--- config.mk ---
export PLATFORM = sky130hd
export DESIGN_NAME = irq_controller
export DESIGN_NICKNAME = d
export VERILOG_FILES = /design/src/rtl/irq_controller.sv
export SDC_FILE = /design/constraint.sdc
export NUM_CORES = 1
export LEC_CHECK = 0
export CAP_MARGIN = 20
export CORE_MARGIN = 2
export CORE_UTILIZATION = 43
export CTS_CLUSTER_DIAMETER = 50
export DETAILED_ROUTE_END_ITERATION = 7
export PLACE_DENSITY = 0.77
export REMOVE_ABC_BUFFERS = 1
export SYNTH_ARGS = -nofsm -noshare
export SYNTH_HDL_FRONTEND = slang
export SYNTH_SLANG_ARGS = --single-unit
export TNS_END_PERCENT = 1
--- constraint.sdc ---
create_clock -name clk -period 1.6 [get_ports clk]
set_input_delay 0.24 -clock clk [delete_from_list [all_inputs] [get_ports clk]]
set_output_delay 0.24 -clock clk [all_outputs]
set_load 0.03 [all_outputs]
--- src/rtl/irq_controller.sv ---
// Interrupt controller: synchronises and edge-detects request lines, latches pending events,
// applies mask and fixed low-index-first priority, and tracks one non-nested ISR at a time.
module irq_controller #(
  parameter int         NUM_IRQ  = 4,
  parameter logic [7:0] VEC_BASE = 8'hF0
) (
  input  logic               clk,
  input  logic               reset_n,
  input  logic [NUM_IRQ-1:0] irq,
  input  logic               mask_we,
  input  logic [NUM_IRQ-1:0] mask_in,
  input  logic               clr_overrun,
  input  logic               defer,
  input  logic               nopdf,
  output logic               interrupt,
  output logic [7:0]         isr_addr,
  output logic [1:0]         irq_id,
  output logic               in_service,
  output logic [NUM_IRQ-1:0] pending,
  output logic [NUM_IRQ-1:0] mask,
  output logic [NUM_IRQ-1:0] overrun,
  output logic               spurious_ret
);

  typedef enum logic {IDLE, SERVICE} state_t;

  state_t             state, state_nxt;
  logic [NUM_IRQ-1:0] s1, s2, s3;
  logic [NUM_IRQ-1:0] rise, eligible, grant_mask;
  logic               grant;
  logic [1:0]         grant_idx;

  // s1/s2 resynchronise the asynchronous lines; s3 holds the previous level for edge detect
  always_ff @(posedge clk or negedge reset_n) begin
    if (!reset_n) begin
      s1 <= '0;
      s2 <= '0;
      s3 <= '0;
    end else begin
      s1 <= irq;
      s2 <= s1;
      s3 <= s2;
    end
  end

  assign rise     = s2 & ~s3;
  assign eligible = pending & mask;

  // Scan downward so the lowest eligible index is the one left standing
  always_comb begin
    grant_idx = '0;
    for (int i = NUM_IRQ - 1; i >= 0; i--) begin
      if (eligible[i]) grant_idx = 2'(i);
    end
  end

  always_comb begin
    for (int i = 0; i < NUM_IRQ; i++) begin
      grant_mask[i] = grant && (grant_idx == 2'(i));
    end
  end

  always_comb begin
    state_nxt = state;
    grant     = 1'b0;
    case (state)
      IDLE: begin
        if (|eligible && !defer) begin
          grant     = 1'b1;
          state_nxt = SERVICE;
        end
      end
      SERVICE: begin
        if (nopdf) state_nxt = IDLE;
      end
      default: state_nxt = IDLE;
    endcase
  end

  // Grant edge: pulse, vector latch and pending clear; a same-cycle rise re-sets pending
  always_ff @(posedge clk or negedge reset_n) begin
    if (!reset_n) begin
      state        <= IDLE;
      interrupt    <= 1'b0;
      isr_addr     <= 8'h00;
      irq_id       <= 2'd0;
      pending      <= '0;
      mask         <= '0;
      overrun      <= '0;
      spurious_ret <= 1'b0;
    end else begin
      state     <= state_nxt;
      interrupt <= grant;
      if (grant) begin
        isr_addr <= VEC_BASE + {4'b0000, grant_idx, 2'b00};
        irq_id   <= grant_idx;
      end
      pending <= (pending & ~grant_mask) | rise;
      if (mask_we) mask <= mask_in;
      overrun      <= (clr_overrun ? '0 : overrun) | (rise & pending);
      spurious_ret <= spurious_ret | (nopdf && (state == IDLE));
    end
  end

  assign in_service = (state == SERVICE);

endmodule

After elaboration in Yosys (flattened, before gate mapping):

Cells that the tools add are included.

* $add $sub $neg: 1
* equal/unequal tests: 3
* mux-type cells: 9
* bitwise operators: 10
* reductions and logical operators: 9

Operators with widths (count)
* $and A4 B4 Y4: 4
* $mux W2: 4
* $not A4 Y4: 2
* $or A4 B4 Y4: 2
* $add A5 B5 Y6 const A: 1
* $logic_and A1 B1 Y1: 6
* $eq A2 B2 Y1 const B: 2
* $mux W4: 1
* $reduce_or A4 Y1: 1
* $mux W1: 3
* $eq A2 B1 Y1 const B: 1
* $logic_not A2 Y1: 1
* $pmux W1 S2: 1
* $logic_not A1 Y1: 1
* $not A1 Y1: 1
* $or A1 B1 Y1: 1

* flip-flop bits (word level): 37
* output and inout bits: 25
* word-level logic and storage cells: 43

Depth between registers and ports, before layout:

* depth in word-level cells: 10
* gate-level depth with buffers: 3

Least setup slack after synthesis:

Ideal clock, no wire load.

* path type: flip-flop to flip-flop
* from: reg state, in the netlist in_service
* to: reg irq_id[0]
* arrival time: 1.237 ns
* data required time: 1.475 ns
* setup slack: 0.238 ns
* stages on the path, launching flop included: 4
* path buffers: 0
* period minus slack after synthesis: 1.362 ns
* cell sequence: dfrtp_1 nor2_2 a21boi_4 mux2_4

* longest elaborated chain between the ends: 1

Ends and longest elaborated chain
* start: declaration: RTL line 27 `state_t state, state_nxt;`
* start signal: assignment: RTL line 92 `state <= state_nxt;`
* $mux W1: RTL line 66 `case (state)`
* named net grant: RTL line 30 `logic grant;`
* end signal: assignment: RTL line 96 `irq_id <= grant_idx;`
* end: declaration: RTL line 17 `output logic [1:0] irq_id,`

The timed path passes the listed nets, and every way through them passes these cells.
A chain may end at the register's enable or synchronous reset.

Worst setup path after layout:

* from: reg pending[1]
* to: out pending[1]

RTL lines
* start: declaration: RTL line 19 `output logic [NUM_IRQ-1:0] pending,`
* start signal: assignment: RTL line 98 `pending <= (pending & ~grant_mask) | rise;`

No word-level cell between the ends.

==> flow_summary.ini <==
[grt]
grt_pass1_wl_um = 3120
grt_max_degree = 31
antenna_found_initial = 0
gr-total-overflow = 0
track_usage = 0.159
grt_pass1_vias = 703

[synth]
synth_area_per_cell_um2 = 14.8
synth_xor_area_frac = 0
synthDistinctLibCells = 22
synth_seq_cells = 30
syn-cell-area_mm2 = 0.00111
yosysWarnings = 0
synthSimpleGateAreaFrac = 0.0596
syn_inst = 75
synth_top_family_by_area = compound AO/OA/AOI/OAI gates
synth_compound_area_frac = 0.151
synth.mux.area_fraction = 0.0540
yosys.area_share.adder = 0
ys_seq_area_frac = 0.675

[worst_setup_path]
startpoint_type = register
crit_family = flip-flops
path_max_fanout = 6
worstPathArrival_ns = 1.22
cp_cell_sequence = dlygate4sd2_1
path_buf_inv = 1
cp_slowest_stage_delay_ns = 0.48
critical_path_class = reg -> out
crit_path_end_kind = output pin
cp.required_ns = 1.36
crit_slowest_cell = dfrtp_1

[floorplanning]
initial_core_util = 0.453
die_area_mm2 = 0.00301
chipWidth_um = 54.9
row_count = 18
core_mm2 = 0.00245
die_h_um = 54.9
io_pins = 39

[timing]
finalSetupTns_ns = 0
whs_ns = 0.290
fin_crit_sh = 0.911
slew_viol_final = 0
setup_violations = 0
max_freq_ghz = 0.686
finClkSkew_ns = 0.00817
hold_viol = 0
fin_crit_ns = 1.46
rsz0062_at_grt = no

[cts]
clk_latency_ns = 0.31
numCtsBuffers = 5
cts.sinks = 30
clk_pin_slew_ns = 0.09
clockBufferDepth = 2
cts_tree = built
cts.root.buffer_cell = clkbuf_4
cts_max_level = 2

[finish]
final_nets = 129
nFillCells = 215
drive_gt1_frac = 0.164
multi_input_area_um2 = 302
final_common_cell = dfrtp_1
final_cell_mix = 30 x dfrtp_1, 20 x dlygate4sd2_1, 13 x clkdlybuf4s50_1
design_area_mm2 = 0.00153
finish.utilization = 0.622
synthToLayoutAreaGrowth_pct = 37.2
n_antenna_cell = 0
seq_area_um2 = 751

[detailed_routing]
wl_met2_um = 1010
finalWirelength_um = 2030
drc = 0
vias_per_cell = 4.80
drt_iter0_markers = 8
drt-met1-wl_um = 890
wl_met3_um = 109
drtAntennaViolNets = 0
vias = 701
drtPass1Iterations = 3
highest_layer = met4
wire_per_inst_um = 13.9

[min_path]
holdCritPathClass = in -> async

[pwr]
irDropWorstVdd_mv = 0.853
power_density_mw_per_mm2 = 1300
p_leak_nw = 0.714

[placed_design]
portBuffers = 36
placed_area_mm2 = 0.00148
dp_hpwl_um = 1500
place.gp.congestion = 0.766

[job]
maxCapViolCount = 0

[run_status]
status = completed
-- layer usage --
layer	global-route usage	up-vias
met5	0	-
met4	0.0625	0
met3	0.0738	2
met2	0.244	20
met1	0.194	346
li1	-	333
-- sequential cells by signal, indices dropped and copies added (netlist names) --
| register | flops |
|---|---|
| irq_id | 1 |
| isr_addr | 2 |
| pending | 4 |
| s2 | 4 |
| in_service | 1 |
| s1 | 4 |
| spurious_ret | 1 |
| interrupt | 1 |
| overrun | 4 |
| mask | 4 |
| s3 | 4 |
-- cells by family (layout without fill, tap and decap cells) --
group                  count (synthesis)  after routing
muxes                                  5              5
DFF                                   30             30
AOI/OAI and AO/OA                     17             17
buffers and inverters                 10             50
and+or+nand+nor                       12             12
other                                  1              2
-- metrics by stage --
| stage | power [mW] | setup slack, ns | instances |
|---|---|---|---|
| after floorplan | 1.31 | 0.238 | 69 |
| after global placement | 1.62 | 0.150 | 138 |
| after detailed placement | 1.63 | 0.122 | 138 |
| after CTS | 2.01 | 0.000540 | 146 |
| after global routing | 2.09 | 0.0705 | 146 |
| final | 1.98 | 0.143 | 146 |
-- power by group --
part	switching [mW]	internal, mW	total (mW)
Combinational	0.360	0.243	0.602
Clock	0.234	0.213	0.447
Sequential	0.0798	0.852	0.932
-- synthesized netlist by cell type --
cell      instances  area, µm²
dfrtp_1          30        751
buf_4             7       52.6
a21o_1            4       30.0
a22o_1            4       35.0
mux2_2            4       45.0
inv_1             3       11.3
nand2_1           3       11.3
nor2b_1           3       18.8
a21boi_0          2       15.0
a32o_1            2       20.0
nand3_1           2       10.0
a21boi_4          1       18.8
a22oi_2           1       12.5
a22oi_4           1       21.3
conb_1            1       3.75
mux2_4            1       15.0
nand3b_1          1       7.51
nand4_1           1       6.26
nor2_2            1       6.26
o21bai_1          1       7.51
o31ai_1           1       7.51
or2_1             1       6.26
-- path summary, 6_finish.rpt --
path                            cells after the start                     end  slack, ns            startpoint
min in group clk                                    0         s2[3]$_DFF_PN0_       0.36       s1[3]$_DFF_PN0_
worst max register to register                      4   irq_id[0]$_DFFE_PN0P_       0.28  pending[0]$_DFF_PN0_
worst min register to register                      0         s2[3]$_DFF_PN0_       0.36       s1[3]$_DFF_PN0_
worst min-delay path                                2  spurious_ret$_DFF_PN0_       0.29               reset_n
max in group asynchronous                           2         s2[2]$_DFF_PN0_       1.03               reset_n
worst max-delay path                                1              pending[1]       0.14  pending[1]$_DFF_PN0_
-- repair_timing --
action / 4_1_cts / 5_1_grt
hold buffers: 0 / 0
buffers inserted: 0 / 0
gates resized for setup: 20 / 3
pin swaps: 0 / 0
endpoints found under the setup margin: 20 / 3
-- cell type report --
| cell class | instances | share of cell area |
|---|---|---|
| tap | 30 | 0.0246 |
| multi-input combinational | 36 | 0.198 |
| clock buffer | 7 | 0.0361 |
| timing repair buffer | 39 | 0.239 |
| inverter | 3 | 0.00738 |
| sequential | 30 | 0.492 |
| clock inverter | 1 | 0.00328 |
(Power assumes the default switching activity.)
